## src/rtl/neuron_accumulator_if.sv

```systemverilog
// Handshake bundle between the multiplier, the neuron accumulator and the
// activation/writeback stage. The master side feeds products and consumes
// results; the slave side is the accumulator itself.
interface neuron_accumulator_if;
  logic        in_valid;
  logic        in_ready;
  logic [31:0] in_product;
  logic [31:0] in_bias;
  logic        in_last;
  logic        out_valid;
  logic        out_ready;
  logic [31:0] out_data;
  logic        out_sat;
  logic [15:0] out_count;

  modport master (
    output in_valid, in_product, in_bias, in_last, out_ready,
    input  in_ready, out_valid, out_data, out_sat, out_count
  );

  modport slave (
    input  in_valid, in_product, in_bias, in_last, out_ready,
    output in_ready, out_valid, out_data, out_sat, out_count
  );
endinterface

```

## src/rtl/neuron_accumulator.sv

```systemverilog
// Streaming multiply-accumulate back end for one neuron.
// Adds a per-vector bias to a stream of signed Q16.16 products in a
// 32+ACC_GUARD bit accumulator and presents one saturated Q16.16 result per
// vector on a valid/ready output.
// Optional feature: define NEURON_ACC_RELU_EN to zero negative results
// (out_sat still reports 32-bit clamping).
module neuron_accumulator #(
  parameter int ACC_GUARD = 8
) (
  input  logic                 clk,
  input  logic                 reset,
  neuron_accumulator_if.slave  bus
);

  localparam int DATA_W = 32;
  localparam int ACC_W  = DATA_W + ACC_GUARD;
  localparam int CNT_W  = 16;

  typedef enum logic [1:0] {
    IDLE  = 2'd0,
    ACCUM = 2'd1,
    HOLD  = 2'd2
  } state_t;

  state_t state, state_nxt;

  logic                     accept;
  logic                     rdy;
  logic signed [ACC_W-1:0]  acc_p0;
  logic signed [ACC_W-1:0]  acc_sum;
  logic [CNT_W-1:0]         cnt_p0;
  logic [CNT_W-1:0]         cnt_nxt;
  logic signed [DATA_W-1:0] data_p1;
  logic                     sat_p1;
  logic [CNT_W-1:0]         cnt_p1;

  function automatic logic signed [ACC_W-1:0] sext(input logic [DATA_W-1:0] x);
    return $signed({{ACC_GUARD{x[DATA_W-1]}}, x});
  endfunction

  // True when the accumulator does not fit in 32 signed bits.
  function automatic logic sat_flag(input logic signed [ACC_W-1:0] a);
    logic [ACC_W-DATA_W:0] top;
    top = a[ACC_W-1:DATA_W-1];
    return !((top == '0) || (top == '1));
  endfunction

  function automatic logic signed [DATA_W-1:0] sat32(input logic signed [ACC_W-1:0] a);
    if (!sat_flag(a))
      return $signed(a[DATA_W-1:0]);
    else if (a[ACC_W-1])
      return $signed({1'b1, {(DATA_W-1){1'b0}}});
    else
      return $signed({1'b0, {(DATA_W-1){1'b1}}});
  endfunction

  function automatic logic signed [DATA_W-1:0] relu(input logic signed [DATA_W-1:0] v);
`ifdef NEURON_ACC_RELU_EN
    return v[DATA_W-1] ? '0 : v;
`else
    return v;
`endif
  endfunction

  function automatic logic [CNT_W-1:0] cnt_inc(input logic [CNT_W-1:0] c);
    return (&c) ? c : c + 16'd1;
  endfunction

  // Ready whenever not holding a result; forced low while reset is asserted.
  assign rdy    = !reset && (state != HOLD);
  assign accept = bus.in_valid && rdy;

  // First beat starts from the bias, later beats add onto the running sum.
  always_comb begin
    acc_sum = '0;
    cnt_nxt = '0;
    if (state == IDLE) begin
      acc_sum = sext(bus.in_bias) + sext(bus.in_product);
      cnt_nxt = 16'd1;
    end else begin
      acc_sum = acc_p0 + sext(bus.in_product);
      cnt_nxt = cnt_inc(cnt_p0);
    end
  end

  // State register.
  always_ff @(posedge clk) begin
    if (reset) state <= IDLE;
    else       state <= state_nxt;
  end

  // Next-state logic.
  always_comb begin
    state_nxt = state;
    case (state)
      IDLE:    if (accept) state_nxt = bus.in_last ? HOLD : ACCUM;
      ACCUM:   if (accept && bus.in_last) state_nxt = HOLD;
      HOLD:    if (bus.out_ready) state_nxt = IDLE;
      default: state_nxt = IDLE;
    endcase
  end

  // ---- stage p0: running accumulator and term count ----
  always_ff @(posedge clk) begin
    if (accept) begin
      acc_p0 <= acc_sum;
      cnt_p0 <= cnt_nxt;
    end
  end

  // ---- stage p1: saturated result captured on the final beat ----
  always_ff @(posedge clk) begin
    if (reset) begin
      data_p1 <= '0;
      sat_p1  <= 1'b0;
      cnt_p1  <= '0;
    end else if (accept && bus.in_last) begin
      data_p1 <= relu(sat32(acc_sum));
      sat_p1  <= sat_flag(acc_sum);
      cnt_p1  <= cnt_nxt;
    end
  end

  assign bus.in_ready  = rdy;
  assign bus.out_valid = (state == HOLD);
  assign bus.out_data  = data_p1;
  assign bus.out_sat   = sat_p1;
  assign bus.out_count = cnt_p1;

endmodule

```

## src/flat_wrapper.sv

```systemverilog
// flat-port wrapper written by rule: the top's interface ports become plain ports
module neuron_accumulator_flat 
#(
  parameter int ACC_GUARD = 8
)
  (clk, reset, bus_in_valid, bus_in_product, bus_in_bias, bus_in_last, bus_out_ready, bus_in_ready, bus_out_valid, bus_out_data, bus_out_sat, bus_out_count);
  neuron_accumulator_if bus_i ();
  input  logic clk;
  input  logic reset;
  input wire logic [$bits(bus_i.in_valid)-1:0] bus_in_valid;
  input wire logic [$bits(bus_i.in_product)-1:0] bus_in_product;
  input wire logic [$bits(bus_i.in_bias)-1:0] bus_in_bias;
  input wire logic [$bits(bus_i.in_last)-1:0] bus_in_last;
  input wire logic [$bits(bus_i.out_ready)-1:0] bus_out_ready;
  output wire logic [$bits(bus_i.in_ready)-1:0] bus_in_ready;
  output wire logic [$bits(bus_i.out_valid)-1:0] bus_out_valid;
  output wire logic [$bits(bus_i.out_data)-1:0] bus_out_data;
  output wire logic [$bits(bus_i.out_sat)-1:0] bus_out_sat;
  output wire logic [$bits(bus_i.out_count)-1:0] bus_out_count;
  assign bus_i.in_valid = bus_in_valid;
  assign bus_i.in_product = bus_in_product;
  assign bus_i.in_bias = bus_in_bias;
  assign bus_i.in_last = bus_in_last;
  assign bus_i.out_ready = bus_out_ready;
  assign bus_in_ready = bus_i.in_ready;
  assign bus_out_valid = bus_i.out_valid;
  assign bus_out_data = bus_i.out_data;
  assign bus_out_sat = bus_i.out_sat;
  assign bus_out_count = bus_i.out_count;
  neuron_accumulator #(.ACC_GUARD(ACC_GUARD)) u_core (.clk(clk), .reset(reset), .bus(bus_i));
endmodule
```

## config.mk

```make
export PLATFORM = sky130hd
export DESIGN_NAME = neuron_accumulator_flat
export DESIGN_NICKNAME = d
export VERILOG_FILES = /design/src/rtl/neuron_accumulator_if.sv /design/src/rtl/neuron_accumulator.sv /design/src/flat_wrapper.sv
export SDC_FILE = /design/constraint.sdc
export NUM_CORES = 1
export LEC_CHECK = 0
export BUFFER_PORTS_ARGS = -buffer_cell sky130_fd_sc_hd__buf_2
export CAP_MARGIN = 20
export CORE_ASPECT_RATIO = 1.4
export CORE_MARGIN = 2
export CORE_UTILIZATION = 50
export DETAILED_ROUTE_END_ITERATION = 7
export HOLD_SLACK_MARGIN = 0.15
export PLACE_DENSITY = 0.77
export SYNTH_ARGS = -nofsm -noshare
export SYNTH_HDL_FRONTEND = slang
export SYNTH_SLANG_ARGS = --single-unit
```

## constraint.sdc

```tcl
create_clock -name clk -period 3.91 [get_ports clk]
set_input_delay 0.391 -clock clk [delete_from_list [all_inputs] [get_ports clk]]
set_output_delay 0.391 -clock clk [all_outputs]
set_load 0.05 [all_outputs]
```

==> impl_summary.txt, run 1 <==
----------------------------------------------------
[Setup path]
  CP delay by family, top ... simple AND/OR/NAND/NOR gates
  Crit-path max cell delay ... 0.55 ns
  Worst path buffer plus inverter count ... 2
  Crit path arrival time ... 3.93 ns
  Setup crit end kind ... flip-flop
  Data required time at the worst endpoint ... 4.16 ns
  Slowest stage cell, crit path ... sky130_fd_sc_hd__or4_4
  Chain of cells forming the critical path ... ha_1 -> nand2_2 -> or4_4 -> or4_1 -> o221ai_2 -> buf_4 -> nand3_2 -> a211o_1 -> a2111o_1 -> nor3_2 -> nor2_2 -> buf_12 -> o41ai_2
  Critical path launch point type ... flip-flop
  Crit Path Class ... flip-flop to flip-flop
  Critical-path maximum fanout ... 11

[Power]
  Peak ir drop on the vdd network ... 0.259 mV
  Pwr dens ... 395 mW/mm2
  Lkg Pwr ... 0.00442 uW

[Yosys]
  Count of different cell masters after synthesis ... 78
  Number of warnings printed during yosys synthesis ... 0
  Mapped Area ... 0.00876 mm2
  Number of enable flip-flop cells after synthesis ... 56
  Net Count, Synth ... 1,209
  Post-synthesis sequential area ratio ... 30.9%
  Most used flip-flop cell after synthesis ... sky130_fd_sc_hd__edfxtp_1
  Cells after synthesis ... 1,066
  Fraction of synthesis flops using an asynchronous set or reset pin ... 0%
  Post-Synthesis Mean Instance Area ... 8.21 um2
  Post-synthesis sequential element count ... 107

[Timing]
  Final setup slack of the worst path ... 0.227 ns
  Final hold viol count ... 0
  Final worst hold slack ... 0.264 ns
  Minimum clock period ... 3.68 ns
  Setup repair after global routing missed its margin ... false
  Maximum operating frequency ... 272 MHz
  Worst clock skew on the final layout ... 0.0135 ns
  Total of endpoints with negative setup slack in the final report ... 0
  Period utilization ... 94.2%
  Fin Setup TNS ... 0 ns
  Worst slew margin ... 43.0%
  Worst slew pin tran ... 0.855 ns
  Number of pins exceeding their max-slew limit in the final report ... 0

[Routing]
  Via count of the routed design ... 8,751
  Routed wire per std cell ... 18.1 um
  Count of antenna-violating nets left after detailed routing ... 0
  Routed wire length ... 26.4 mm
  Via density per instance ... 6.00
  Number of detailed-routing iterations run before antenna repair ... 7
  DRC violation count after routing ... 0
  Detailed Route Iter0 Violations ... 595

[Die]
  Die X-Extent ... 116 um
  Chip height ... 161 um
  Std-Cell Rows ... 57
  Core area ... 0.0173 mm2
  Overall die area ... 0.0186 mm2
  Number of ports placed on the die boundary ... 120
  Effective utilization at floorplan ... 50.7%

[Global routing]
  Gr usage total ... 28.3%
  Largest net degree at the start of global routing ... 47
  Initial antenna violation count ... 0
  Leftover overflow at the end of global routing ... 0
  First-pass GRT wire length ... 42.0 mm
  Via count of the first global-routing pass ... 8,491

[CTS]
  Sinks on Clock Net ... 107
  Clock latency of the later-clocked register in the worst-skew pair ... 0.36 ns
  Clock buffer count from CTS ... 9
  Hold buffer count at cts ... 0
  Clock H-tree levels ... 3
  CTS tree ... done
  CTS Root Buffer Type ... sky130_fd_sc_hd__clkbuf_16
  Maximum count of clock buffers along a single path ... 2
  Clk pin slew, worst setup/hold paths ... 0.07 ns

[Layout]
  Fill cell instance count of the final layout ... 1,597
  Layout cells sized above 1 ... 19.5%
  Diode insertion count for antenna repair ... 0
  Count of non-filler cells in the finished layout ... 1,459
  Net total in the final layout ... 1,361
  Relative area change from synthesis to final layout ... 18.6%
  Finished layout cell area ... 0.0104 mm2

[Placement]
  Placed Instance Area ... 0.0100 mm2
  Setup WS pre-CTS ... -0.0101 ns
  Placer's final routability congestion estimate ... 0.993
  Half-perimeter wire length after placement ... 20.9 mm
  Number of buffers inserted by port buffering ... 119
  Cell count after placement ... 1,443

[Outcome]
  Outcome ... completed

[Job]
  Count of maximum capacitance violations ... 0

[Hold path]
  Tightest Hold Check Type ... primary input to flip-flop

----------------------------------------------------
-- Yosys cell counts (9+ instances only) --
cell / count / area (um2)
sky130_fd_sc_hd__a21oi_1: 126 / 631
sky130_fd_sc_hd__a211oi_1: 10 / 75.1
sky130_fd_sc_hd__and2_1: 10 / 62.6
sky130_fd_sc_hd__o2bb2ai_1: 13 / 114
sky130_fd_sc_hd__a31oi_1: 9 / 56.3
sky130_fd_sc_hd__clkbuf_1: 33 / 124
sky130_fd_sc_hd__and3_1: 12 / 75.1
sky130_fd_sc_hd__nand2_1: 116 / 435
sky130_fd_sc_hd__nand3_1: 23 / 115
sky130_fd_sc_hd__nor2_1: 111 / 417
sky130_fd_sc_hd__o211ai_1: 17 / 128
sky130_fd_sc_hd__a21o_1: 27 / 203
sky130_fd_sc_hd__inv_1: 25 / 93.8
sky130_fd_sc_hd__xnor2_1: 35 / 307
sky130_fd_sc_hd__o21ai_0: 73 / 365
sky130_fd_sc_hd__mux2i_1: 12 / 120
sky130_fd_sc_hd__o21a_1: 14 / 105
sky130_fd_sc_hd__nand2b_1: 12 / 75.1
sky130_fd_sc_hd__nand4_1: 23 / 144
sky130_fd_sc_hd__dfxtp_1: 51 / 1020
sky130_fd_sc_hd__xor2_1: 30 / 263
sky130_fd_sc_hd__edfxtp_1: 56 / 1680
sky130_fd_sc_hd__nor3_1: 15 / 75.1
sky130_fd_sc_hd__ha_1: 72 / 901
sky130_fd_sc_hd__o31ai_1: 9 / 67.6
-- layer usage --
layer	wire length (um)	part of all wire (%)	vias up	global-route usage (%)
met3	1520	5.8	73	3.62
li1	-	-	4278	-
met2	13100	49	313	48.6
met5	0	0	-	0
met4	955	3.6	0	12.6
met1	10900	41	4087	35.1
-- worst paths after layout --
kind	from	end	slack (ns)	cells after the start
setup reg to reg	u_core.acc_p0[26]	u_core.bus.out_data[19]	0.23	13
setup / recovery	u_core.acc_p0[26]	u_core.bus.out_data[19]	0.23	13
hold reg to reg	u_core.bus.out_count[2]	u_core.bus.out_count[2]	0.45	2
hold / removal	bus_in_last	u_core.state[0]	0.26	2
-- where the power goes --
part | total, uW | switching [uW] | internal [uW]
Clock | 974 | 436 | 538
Combinational | 1760 | 1110 | 650
Sequential | 1370 | 56.0 | 1310
-- layout by cell type, fill, tap and decap left out, types with 6 or more instances in the layout --
master                        n
sky130_fd_sc_hd__a211o_1      6
sky130_fd_sc_hd__a211oi_1     8
sky130_fd_sc_hd__a21o_1      27
sky130_fd_sc_hd__a21oi_1    126
sky130_fd_sc_hd__a31oi_1      9
sky130_fd_sc_hd__and2_1       9
sky130_fd_sc_hd__and3_1      11
sky130_fd_sc_hd__and4_1       7
sky130_fd_sc_hd__buf_2      119
sky130_fd_sc_hd__buf_4       66
sky130_fd_sc_hd__clkbuf_16   10
sky130_fd_sc_hd__dfxtp_1     51
sky130_fd_sc_hd__edfxtp_1    56
sky130_fd_sc_hd__ha_1        70
sky130_fd_sc_hd__inv_1       25
sky130_fd_sc_hd__mux2i_1     12
sky130_fd_sc_hd__nand2_1    116
sky130_fd_sc_hd__nand2b_1    12
sky130_fd_sc_hd__nand3_1     23
sky130_fd_sc_hd__nand4_1     23
sky130_fd_sc_hd__nor2_1     109
sky130_fd_sc_hd__nor2b_1      7
sky130_fd_sc_hd__nor3_1      15
sky130_fd_sc_hd__o211ai_1    17
sky130_fd_sc_hd__o21a_1      14
sky130_fd_sc_hd__o21ai_0     72
sky130_fd_sc_hd__o21bai_1     8
sky130_fd_sc_hd__o2bb2ai_1   13
sky130_fd_sc_hd__o31ai_1      9
sky130_fd_sc_hd__o41ai_2      6
sky130_fd_sc_hd__or3_1        8
sky130_fd_sc_hd__xnor2_1     35
sky130_fd_sc_hd__xor2_1      30
-- through the flow --
step	total power, uW	utilization, %
finish	4110	60.2
global route	4300	60.2
CTS	4070	59.9
detailed placement	3110	58.1
global placement	3080	58.1
floorplan	2550	-
-- cells by family (layout without fill, tap and decap cells) --
logic type                 after synthesis  after routing  share of synthesized area, %
AOI/OAI and AO/OA                      368            368                          27.3
xor gates and xnor gates                65             65                          6.50
adders and majority gates               74             74                          10.7
buffers and inverters                   72            229                          3.29
DFF                                    107            107                          30.9
muxes                                   12             12                          1.37
and+or+nand+nor                        368            368                          19.9
-- registers in the layout, summed over array words and instances (netlist names) --
register and flops:
u_core.bus.out_count 16, u_core.bus.out_data 32, u_core.cnt_p0 16, u_core.state 2
u_core.acc_p0 40, u_core.bus.out_sat 1
-- what timing repair did --
item,in CTS,in global routing
setup buffers,0,0
setup endpoints to repair,0,32
gates resized for setup,0,10
-- layout make-up --
class	instances	area, um2	share of cell area (%)
tap	236	295	2.84
inverter	25	93.8	0.904
multi-input combinational	887	5830	56.1
clock buffer	11	254	2.45
sequential	107	2700	26.0
clock inverter	5	58.8	0.566
timing repair buffer	188	1150	11.1
Power figures use the tool's default switching activity.
==> run 2, diff against run 1 <==
==> constraint.sdc (replaced) <==
create_clock -name clk -period 3.91 [get_ports clk]
set_input_delay 0.782 -clock clk [delete_from_list [all_inputs] [get_ports clk]]
set_output_delay 0.782 -clock clk [all_outputs]
set_load 0.05 [all_outputs]
==> run 2 against run 1 <==
Compared with the run above: fmax shrank 4.2%; critical endpoint is now u_core.bus.out_data[2]; final cell count increased by 11%; critical path depth rose by 1; combinational power increased by 16%; sequential share of layout area shrank 3.1 points; non-clock buffer count increased by 154; critical path type is now primary input to flip-flop; routed wire length rose by 10%; hold slack better by 0.19 ns; power increased by 7.4%; flip-flop and latch count stayed put; global-route usage rose by 2.8 points.
==> impl_summary.txt, run 2 (synthesis results as in run 1) <==
----------------------------------------------------
[Die]
  Chip height ... 161 um
  Core area ... 0.0173 mm2
  Effective utilization at floorplan ... 50.7%
  Std-Cell Rows ... 57
  Overall die area ... 0.0186 mm2
  Die X-Extent ... 116 um
  Number of ports placed on the die boundary ... 120

[Timing]
  Maximum operating frequency ... 260 MHz
  Number of pins exceeding their max-slew limit in the final report ... 0
  Worst slew pin tran ... 0.779 ns
  Final hold viol count ... 0
  Period utilization ... 98.4%
  Total of endpoints with negative setup slack in the final report ... 0
  Worst slew margin ... 48.0%
  Minimum clock period ... 3.85 ns
  Worst clock skew on the final layout ... 0.0147 ns

[Power]
  Pwr dens ... 375 mW/mm2
  Lkg Pwr ... 0.00522 uW
  Total Power Consumption ... 4410 uW
  Peak ir drop on the vdd network ... 0.308 mV

[Placement]
  Placer's final routability congestion estimate ... 1.06
  Number of buffers inserted by port buffering ... 119
  Half-perimeter wire length after placement ... 22.8 mm

[CTS]
  Clock H-tree levels ... 3
  Clock latency of the later-clocked register in the worst-skew pair ... 0.36 ns
  Sinks on Clock Net ... 107
  Clock buffer count from CTS ... 9
  Maximum count of clock buffers along a single path ... 2
  Clk pin slew, worst setup/hold paths ... 0.08 ns
  CTS tree ... done
  CTS Root Buffer Type ... sky130_fd_sc_hd__clkbuf_16

[Setup path]
  Data required time at the worst endpoint ... 4.18 ns
  Critical-path maximum fanout ... 11
  Critical path launch point type ... primary input
  Crit Path Class ... primary input to flip-flop
  Crit path arrival time ... 4.12 ns
  Setup crit end kind ... flip-flop

[Job]
  Count of maximum capacitance violations ... 0

[Routing]
  Count of antenna-violating nets left after detailed routing ... 0
  DRC violation count after routing ... 0
  Routed wire length ... 29.1 mm
  Routed wire per std cell ... 18.0 um
  Via count of the routed design ... 9,548
  Detailed Route Iter0 Violations ... 677
  Number of detailed-routing iterations run before antenna repair ... 6
  Via density per instance ... 5.92

[Global routing]
  Largest net degree at the start of global routing ... 47
  Initial antenna violation count ... 0
  Leftover overflow at the end of global routing ... 0
  Via count of the first global-routing pass ... 9,414
  Gr usage total ... 31.1%
  First-pass GRT wire length ... 46.0 mm

[Layout]
  Layout cells sized above 1 ... 30.4%
  Register with the most flip-flops ... u_core.acc_p0
  Highest-count cells in the layout ignoring fill and taps ... sky130_fd_sc_hd__buf_4 (215), sky130_fd_sc_hd__a21oi_1 (124), sky130_fd_sc_hd__buf_2 (119)
  Net total in the final layout ... 1,515
  Core Util, Final ... 68.2%
  Most frequent standard cell in the layout excluding fill and tap cells ... sky130_fd_sc_hd__buf_4
  Flip-flop count of the largest register, all copies and words added ... 40
  Diode insertion count for antenna repair ... 0
  Fill cell instance count of the final layout ... 1,429
  Relative area change from synthesis to final layout ... 34.4%

[Outcome]
  Outcome ... completed

[Hold path]
  Tightest Hold Check Type ... flip-flop to flip-flop

----------------------------------------------------
-- run 2: worst max-delay path: stages --
cell and delay [ns]:
sky130_fd_sc_hd__buf_2 0.14, sky130_fd_sc_hd__buf_4 0.15, sky130_fd_sc_hd__ha_1 0.30, sky130_fd_sc_hd__nand2_1 0.06
sky130_fd_sc_hd__or4_1 0.48, sky130_fd_sc_hd__or4_1 0.51, sky130_fd_sc_hd__a21oi_1 0.23, sky130_fd_sc_hd__or4_1 0.19
sky130_fd_sc_hd__nand2_1 0.12, sky130_fd_sc_hd__a2111o_1 0.42, sky130_fd_sc_hd__nor3_4 0.26, sky130_fd_sc_hd__nor2_4 0.08
sky130_fd_sc_hd__buf_8 0.16, sky130_fd_sc_hd__o32ai_2 0.23
-- run 2: final timing paths --
path | from | to | slack, ns | cells past startpoint
min reg2reg | u_core.bus.out_count[7] | u_core.bus.out_count[7] | 0.46 | 2
max | bus_in_product[31] | u_core.bus.out_data[2] | 0.06 | 14
min | u_core.bus.out_count[7] | u_core.bus.out_count[7] | 0.46 | 2
max reg2reg | u_core.acc_p0[24] | u_core.bus.out_data[2] | 0.17 | 12
-- run 2: where the power goes --
part,internal (uW),switching (uW)
Combinational,836,1210
Sequential,1310,59.8
Clock,511,477
-- run 2: final cells by class --
type / instances / area (um2) / area share [%]
Clock buffer: 11 / 264 / 2.24
Clock inverter: 5 / 58.8 / 0.500
Inverter: 25 / 93.8 / 0.798
Multi-Input combinational cell: 887 / 6030 / 51.2
Sequential cell: 107 / 2700 / 23.0
Tap cell: 236 / 295 / 2.51
Timing Repair Buffer: 342 / 2320 / 19.8
-- run 2: per-stage QoR --
step / std cells / area (um2) / setup TNS [ns] / hold WS, ns / setup slack [ns]
finish: 1613 / 11800 / 0 / 0.457 / 0.0637
detailed placement: 1591 / 11100 / -8.66 / 0.446 / -0.433
global placement: 1591 / 11100 / -9.22 / 0.441 / -0.407
CTS: 1607 / 11500 / 0 / 0.460 / 0.00473
global route: 1613 / 11800 / -0.211 / 0.480 / -0.0410
floorplan: 1066 / 8760 / 0 / 0.453 / 0.0584
-- run 2: metal layers --
metal  global-route usage [%]  part of all wire, %  vias to the layer above
met5                        0                    0                        -
met1                     37.4                   39                     4498
met2                     55.5                   51                      359
li1                         -                    -                     4599
met3                     3.47                  5.4                       92
met4                     12.9                  4.1                        0
-- run 2: what timing repair did --
| action | 4_1_cts | 5_1_grt |
|---|---|---|
| pin swaps | 0 | 27 |
| endpoints found under the hold margin | 0 | 0 |
| setup buffers | 0 | 6 |
| endpoints found under the setup margin | 10 | 32 |
| hold buffers | 0 | 0 |
| gates resized for setup | 4 | 59 |
| cloned | 0 | 2 |
